--- config.mk ---
export PLATFORM = sky130hd
export DESIGN_NAME = chan_pipe_array_flat
export DESIGN_NICKNAME = d
export VERILOG_FILES = /design/src/rtl/chan_pipe_array_if.sv /design/src/rtl/chan_pipe_array.sv /design/src/flat_wrapper.sv
export SDC_FILE = /design/constraint.sdc
export NUM_CORES = 1
export LEC_CHECK = 0
export ABC_AREA = 1
export BUFFER_PORTS_ARGS = -buffer_cell sky130_fd_sc_hd__buf_4
export CAP_MARGIN = 20
export CORE_ASPECT_RATIO = 1.2
export CORE_MARGIN = 1
export CORE_UTILIZATION = 52
export CTS_CLUSTER_SIZE = 8
export DETAILED_ROUTE_END_ITERATION = 16
export PLACE_DENSITY = 0.83
export RECOVER_POWER = 50
export SLEW_MARGIN = 20
export SYNTH_ARGS = -nofsm -noshare
export SYNTH_HDL_FRONTEND = slang
export SYNTH_SLANG_ARGS = --single-unit
--- constraint.sdc ---
create_clock -name clk -period 1.8 [get_ports clk]
set_clock_uncertainty 0.15 [all_clocks]
set_input_delay 0 -clock clk [delete_from_list [all_inputs] [get_ports clk]]
set_output_delay 0 -clock clk [all_outputs]
set_load 0.02 [all_outputs]
--- src/rtl/chan_pipe_array_if.sv ---
// Handshake bundle for chan_pipe_array: per-channel push side, pop side, flush and status.
// Master drives pushes, pops and flushes; slave (the buffer array) drives ready, valid, data and status.
interface chan_pipe_array_if #(
    parameter int W     = 1,
    parameter int NCH   = 4,
    parameter int DEPTH = 2
);
    localparam int L = $clog2(DEPTH + 1);

    logic [NCH-1:0]   i_valid;
    logic [NCH*W-1:0] i_data;
    logic [NCH-1:0]   i_ready;
    logic [NCH-1:0]   o_valid;
    logic [NCH*W-1:0] o_data;
    logic [NCH-1:0]   o_ready;
    logic [NCH-1:0]   flush;
    logic [NCH*L-1:0] o_level;
    logic [NCH-1:0]   ovf;

    modport master (
        output i_valid, i_data, o_ready, flush,
        input  i_ready, o_valid, o_data, o_level, ovf
    );

    modport slave (
        input  i_valid, i_data, o_ready, flush,
        output i_ready, o_valid, o_data, o_level, ovf
    );
endinterface

--- src/rtl/chan_pipe_array.sv ---
// NCH independent DEPTH-entry FIFOs; 1-cycle push-to-head latency from registered storage.
// i_ready drops when full with no pass-through; pushes against a full channel set a sticky ovf.
module chan_pipe_array #(
    parameter int W     = 1,
    parameter int NCH   = 4,
    parameter int DEPTH = 2
) (
    input  logic             clk,
    input  logic             rst,
    chan_pipe_array_if.slave bus
);
    localparam int AW = $clog2(DEPTH);
    localparam int L  = $clog2(DEPTH + 1);
    localparam logic [AW:0] PTR_ONE = 1;

    logic [W-1:0]     mem_q  [NCH][DEPTH];
    logic [AW:0]      wptr_q [NCH];
    logic [AW:0]      wptr_d [NCH];
    logic [AW:0]      rptr_q [NCH];
    logic [AW:0]      rptr_d [NCH];
    logic [NCH-1:0]   ovf_q;
    logic [NCH-1:0]   ovf_d;

    logic [NCH-1:0]   full;
    logic [NCH-1:0]   empty;
    logic [NCH-1:0]   rdy;
    logic [NCH-1:0]   push;
    logic [NCH-1:0]   pop;
    logic [NCH*W-1:0] head_dat;
    logic [NCH*L-1:0] level;

    // Pointers carry an extra wrap bit so full and empty are distinguishable at equal index.
    always_comb begin
        full     = '0;
        empty    = '0;
        rdy      = '0;
        push     = '0;
        pop      = '0;
        head_dat = '0;
        level    = '0;
        for (int c = 0; c < NCH; c++) begin
            full[c]  = (wptr_q[c][AW-1:0] == rptr_q[c][AW-1:0]) &&
                       (wptr_q[c][AW] != rptr_q[c][AW]);
            empty[c] = (wptr_q[c] == rptr_q[c]);
            rdy[c]   = !full[c] && !rst;
            push[c]  = bus.i_valid[c] && rdy[c];
            pop[c]   = !empty[c] && bus.o_ready[c];
            head_dat[c*W +: W] = mem_q[c][rptr_q[c][AW-1:0]];
            level[c*L +: L]    = L'(wptr_q[c] - rptr_q[c]);
        end
    end

    always_comb begin
        wptr_d = wptr_q;
        rptr_d = rptr_q;
        ovf_d  = ovf_q;
        for (int c = 0; c < NCH; c++) begin
            if (bus.flush[c]) begin
                wptr_d[c] = '0;
                rptr_d[c] = '0;
                ovf_d[c]  = 1'b0;
            end else begin
                if (push[c]) begin
                    wptr_d[c] = wptr_q[c] + PTR_ONE;
                end
                if (pop[c]) begin
                    rptr_d[c] = rptr_q[c] + PTR_ONE;
                end
                if (bus.i_valid[c] && !rdy[c]) begin
                    ovf_d[c] = 1'b1;
                end
            end
        end
    end

    always_ff @(posedge clk) begin
        if (rst) begin
            for (int c = 0; c < NCH; c++) begin
                wptr_q[c] <= '0;
                rptr_q[c] <= '0;
            end
            ovf_q <= '0;
        end else begin
            wptr_q <= wptr_d;
            rptr_q <= rptr_d;
            ovf_q  <= ovf_d;
        end
    end

    // Storage is never reset; the pointers alone decide which entries are live.
    always_ff @(posedge clk) begin
        for (int c = 0; c < NCH; c++) begin
            if (push[c]) begin
                mem_q[c][wptr_q[c][AW-1:0]] <= bus.i_data[c*W +: W];
            end
        end
    end

    assign bus.i_ready = rdy;
    assign bus.o_valid = ~empty;
    assign bus.o_data  = head_dat;
    assign bus.o_level = level;
    assign bus.ovf     = ovf_q;
endmodule

--- src/flat_wrapper.sv ---
// flat-port wrapper written by rule: the top's interface ports become plain ports
module chan_pipe_array_flat 
#(
    parameter int W     = 1,
    parameter int NCH   = 4,
    parameter int DEPTH = 2
)
  (clk, rst, bus_i_valid, bus_i_data, bus_o_ready, bus_flush, bus_i_ready, bus_o_valid, bus_o_data, bus_o_level, bus_ovf);
  chan_pipe_array_if #(.W(W), .NCH(NCH), .DEPTH(DEPTH)) bus_i ();
  input  logic clk;
  input  logic rst;
  input wire logic [$bits(bus_i.i_valid)-1:0] bus_i_valid;
  input wire logic [$bits(bus_i.i_data)-1:0] bus_i_data;
  input wire logic [$bits(bus_i.o_ready)-1:0] bus_o_ready;
  input wire logic [$bits(bus_i.flush)-1:0] bus_flush;
  output wire logic [$bits(bus_i.i_ready)-1:0] bus_i_ready;
  output wire logic [$bits(bus_i.o_valid)-1:0] bus_o_valid;
  output wire logic [$bits(bus_i.o_data)-1:0] bus_o_data;
  output wire logic [$bits(bus_i.o_level)-1:0] bus_o_level;
  output wire logic [$bits(bus_i.ovf)-1:0] bus_ovf;
  assign bus_i.i_valid = bus_i_valid;
  assign bus_i.i_data = bus_i_data;
  assign bus_i.o_ready = bus_o_ready;
  assign bus_i.flush = bus_flush;
  assign bus_i_ready = bus_i.i_ready;
  assign bus_o_valid = bus_i.o_valid;
  assign bus_o_data = bus_i.o_data;
  assign bus_o_level = bus_i.o_level;
  assign bus_ovf = bus_i.ovf;
  chan_pipe_array #(.W(W), .NCH(NCH), .DEPTH(DEPTH)) u_core (.clk(clk), .rst(rst), .bus(bus_i));
endmodule
Word-level counts from Yosys, hierarchy flattened:

Memory sizes are Yosys's and may differ from the RTL's.
Index checks and enable logic that the tools add are counted.

* flip-flop bits (word level): 20
* memory bits (writable): 8
* input port bits: 18
* memories kept: 1

Memories
* u_core.mem_q: words 4, bits a word 2, read ports 4, clocked after memory_dff 0, write ports 4, RTL line chan_pipe_array.sv:16 `logic [W-1:0] mem_q [NCH][DEPTH];`

* $add $sub $neg: 12
* magnitude comparators: 12
* equal/unequal tests: 12
* mux-type cells: 28
* bitwise gates (word level): 9
* reduce and logical (&&, ||, !) cells: 41

Operators with widths (count)
* logical AND 1 bit: 24
* two-way mux 1 bit: 20
* adder 2 x 1 -> 2 bit, second input constant: 8
* >= comparator 2 bit, second input constant: 8
* NOT 1 -> 2 bit: 8
* logical NOT 1 bit: 13
* equality test 2 bit: 4
* < comparator 2 x 1 -> 1 bit, second input constant: 4
* two-way mux 2 bit: 4
* OR reduction 2 bit: 4
* subtractor 2 bit: 4
* demux 1 bit (select 1 bit): 4
* equality test 1 bit: 4
* inequality test 1 bit: 4
* NOT 4 bit: 1

Logic depth before layout (Yosys ltp):

* depth after elaboration: 7
* gate-level depth with buffers: 8
* depth with buffers taken out: 8

Worst setup path before layout:

Ideal clock, no wire load.

* path kind: register to register
* start: register u_core.wptr_q[4] (netlist name)
* end: memory u_core.mem_q[1][1] (netlist name), enable pin
* setup time: 299 ps
* arrival time: 1048 ps
* data required time: 1351 ps
* path slack: 304 ps
* cell stages (with the launch flop): 6
* path buffers: 0
* period minus slack after synthesis: 1496 ps
* cells stage by stage: dfxtp_1 inv_1 ha_1 nand3_1 nand3_2 nor2_1

RTL lines
* from (decl): RTL line chan_pipe_array.sv:17 `logic [AW:0] wptr_q [NCH];`
* from (signal assigned): RTL line chan_pipe_array.sv:84 `wptr_q <= wptr_d;`
* to (decl): RTL line chan_pipe_array.sv:16

Worst setup path after layout:

* start: register u_core.wptr_q[0] (netlist name)
* end: output port bus_i_ready[3]

* longest elaborated chain between the ends: 4

Ends and longest elaborated chain
* equality test 1 bit: RTL line chan_pipe_array.sv:42 `full[c] = (wptr_q[c][AW-1:0] == rptr_q[c][AW-1:0]) &&`
* logical AND 1 bit: RTL line chan_pipe_array.sv:42
* logical NOT 1 bit: RTL line chan_pipe_array.sv:45 `rdy[c] = !full[c] && !rst;`
* logical AND 1 bit: RTL line chan_pipe_array.sv:45
* to (decl): RTL line flat_wrapper.sv:16 `output wire logic [$bits(bus_i.i_ready)-1:0] bus_i_ready;`

Every way passes these cells.

==> impl_results.md <==
- Number of global-route vias before repair: 1,367
- Xor and xnor area share after synthesis: 5.101%
- Total congestion overflow after global routing: 0
- Complex-gate fraction of the synthesized area: 3.563%
- Number of library cell types mapped by synthesis: 17
- Count of synthesis-stage warnings from yosys: 0
- Sum of net half-perimeters after detailed placement: 2.376 mm
- Average wire per cell in the routed design: 10.75 um
- Leakage power of the design: 1.126 nW
- Largest net degree at the start of global routing: 18
- Clock tree from TritonCTS: yes
- Number of design rule violations left after detail routing: 0
- Biggest area contributors in the synthesized netlist: sky130_fd_sc_hd__dfxtp_1, sky130_fd_sc_hd__edfxtp_1, sky130_fd_sc_hd__nand2_1
- Worst vdd rail ir drop: 0.0006142 V
- Areal power density over the cells: 617.7 nW/um2
- Endpoint arrival time on the critical path: 1.54 ns
- Sum of routed wire length over all layers: 3.236 mm
- Iteration count of the initial detailed-routing pass: 4
- Sequential share of the synthesized area: 41.46%
- Worst Max-Slew Pin Slew: 0.2760 ns
- Area inside the core boundary: 2811 um2
- Number of sinks handled by clock tree synthesis: 28
- Count of inserted antenna diode cells: 0
- Die X: 51.76 um
- Final net count: 290
- Post-synth top area share: 25.91%
- Layout overhead on the synthesized area: 39.11%
- Setup-failing EPs final: 0
- RSZ-0062 raised after global routing: false
- Achievable Freq: 590.5 MHz
- Tot Pwr: 1.328 mW
- Mean instance size in the synthesized netlist: 7.765 um2
- Crit path max fanout: 5
- Required time worst endpoint: 1.65 ns
- Fraction of layout instances using a drive strength above 1: 29.21%
- Combinational family with the most area after synthesis: simple AND/OR/NAND/NOR gates
- Post-synthesis share of cell area spent on and, or, nand and nor gates: 33.77%
- Post-route clock period utilization: 94.08%
- Cells after synthesis: 199
- R2r worst-path depth: 5
- Number of inserted filler cells in the final layout: 224
- Antenna viol nets, final: 0
- DIE HEIGHT: 61.72 um
- Max Transition Viols Final: 0
- Starting utilization of the core area: 54.96%
- Longest Clk Path Bufs: 2
- Antenna violations before repair: 0
- Buffer cell driving the clock tree root: sky130_fd_sc_hd__clkbuf_4
- Mapped Nets: 221
- Worst-Skew Late Latency: 0.34 ns
- Adder-Cell Fraction of Synth Area: 3.239%
- Num CTS Buffers: 3
- Clock slew at the register clock pins of the worst setup and hold paths: 0.15 ns
- Number of vias per cell: 4.850
- Core Rows: 21
- DIE AREA: 3194 um2
- Wire length of the first global-routing pass: 5.209 mm
- I/O pin count: 42
- Synth Register Bits: 28
- RD Place Congestion: 0.7502
- Maximum Capacitance Violations: 0
- Worst min-delay path class: primary input to flop
- Run status: finished, final reports clean
- Mapped Area: 1545 um2
- Min Clock Period, post-route: 1.693 ns
- Via count: 1,460
- Crit path launch type: flop
- Post-route setup TNS: 0 ns
- Number of violations reported at the end of detailed-routing iteration 0: 34
- Kind of capture point of the worst setup path: output port
- Category of the most critical setup path: flop to output port
- Number of stages on the worst hold path: 2
- Biggest area consumer among synthesized cells: sky130_fd_sc_hd__dfxtp_1
- Max transition margin: 81.57%
- Total track usage: 21.94%
- Number of buffers added on ports: 41
- Final hold vios: 0
- CTS H-tree lvls: 1
- Portion of netlist area occupied by mux cells: 2.915%
-- power by group --
part           switching (mW)  internal, mW  total [mW]
clock network           0.193         0.226       0.418
logic                   0.125         0.114       0.239
registers             0.00807         0.663       0.671
-- area by class of cell --
cell class | count | area, um2 | area share (%)
clock inverter | 1 | 30.03 | 1.397
inverter | 39 | 146.4 | 6.810
multi-input combinational | 131 | 760.7 | 35.39
timing repair buffer | 65 | 504.2 | 23.46
tap | 34 | 42.54 | 1.979
clock buffer | 3 | 22.52 | 1.048
sequential | 28 | 643.1 | 29.92
-- what timing repair did --
item / CTS / global route
setup endpoints to repair: 0 / 3
buffers inserted: 0 / 0
hold buffers: 20 / 0
gates resized for setup: 0 / 5
hold endpoints to repair: 35 / 0
-- cells in the mapped netlist --
master / n
sky130_fd_sc_hd__nand2_2: 14
sky130_fd_sc_hd__nand4_1: 6
sky130_fd_sc_hd__ha_1: 4
sky130_fd_sc_hd__xor2_1: 9
sky130_fd_sc_hd__buf_4: 1
sky130_fd_sc_hd__edfxtp_1: 8
sky130_fd_sc_hd__nand3_2: 6
sky130_fd_sc_hd__nand2_4: 1
sky130_fd_sc_hd__a21oi_1: 11
sky130_fd_sc_hd__nand3_1: 10
sky130_fd_sc_hd__dfxtp_1: 20
sky130_fd_sc_hd__nand3_4: 2
sky130_fd_sc_hd__nand2_1: 40
sky130_fd_sc_hd__mux2_2: 4
sky130_fd_sc_hd__inv_2: 8
sky130_fd_sc_hd__inv_1: 31
sky130_fd_sc_hd__nor2_1: 24
-- worst max-delay path, cell delays in order (launching register included) --
cell and delay, ns:
sky130_fd_sc_hd__dfxtp_2 0.37, sky130_fd_sc_hd__inv_1 0.06, sky130_fd_sc_hd__ha_2 0.37, sky130_fd_sc_hd__nand3_2 0.12
sky130_fd_sc_hd__nand2_1 0.10, sky130_fd_sc_hd__inv_1 0.04, sky130_fd_sc_hd__buf_4 0.15
-- per-stage QoR --
step / cell area (um2) / worst slack (ns) / util, % / cells / hold WS (ns)
final: 2150 / 0.1066 / 76.46 / 301 / 0.2502
after global routing: 2150 / 0.01680 / 76.46 / 301 / 0.2493
after CTS: 2171 / 0.03486 / 77.21 / 301 / 0.2198
after detailed placement: 1918 / 0.2033 / 68.22 / 277 / 0.03940
after global placement: 1918 / 0.2563 / 68.22 / 277 / 0.03858
after floorplan: 1545 / 0.3037 / - / 199 / -0.05113
-- placed cells by master (no fill, tap or decap), drive strengths merged --
| master | instances |
|---|---|
| inv | 39 |
| edfxtp | 8 |
| nand2 | 55 |
| clkbuf | 16 |
| nand3 | 18 |
| nor2 | 24 |
| mux2 | 4 |
| a21oi | 11 |
| bufinv | 1 |
| dlygate4sd3 | 20 |
| ha | 4 |
| nand4 | 6 |
| dfxtp | 20 |
| xor2 | 9 |
| buf | 32 |
-- final timing paths --
path | from | end | slack, ns
max | u_core.wptr_q[0] | bus_i_ready[3] | 0.11
min | bus_i_data[3] | u_core.mem_q[3][1] | 0.25
max reg2reg | u_core.wptr_q[4] | u_core.mem_q[1][1] | 0.22
min reg2reg | u_core.wptr_q[2] | u_core.wptr_q[2] | 0.34
-- routing by layer --
layer	vias up	share of wire [%]	wire [um]	global-route usage (%)
li1	758	-	-	-
met1	659	39	1252	22.46
met2	36	56	1797	44.16
met3	7	3.6	116	2.433
met4	0	2.2	70	10.42
met5	-	0	0	0
-- flip-flops by register name, indices dropped and copies added (netlist names) --
| name | flops |
|---|---|
| u_core.bus.ovf | 4 |
| u_core.mem_q | 8 |
| u_core.rptr_q | 8 |
| u_core.wptr_q | 8 |
-- logic make-up (layout without fill, tap and decap cells) --
group           count (synthesis)  after routing
simple gates                  103            103
buf+inv                        40            108
flops                          28             28
compound gates                 11             11
xor+xnor                        9              9
fa+ha+maj                       4              4
mux                             4              4
No activity file was read; power rests on OpenSTA's default activity.
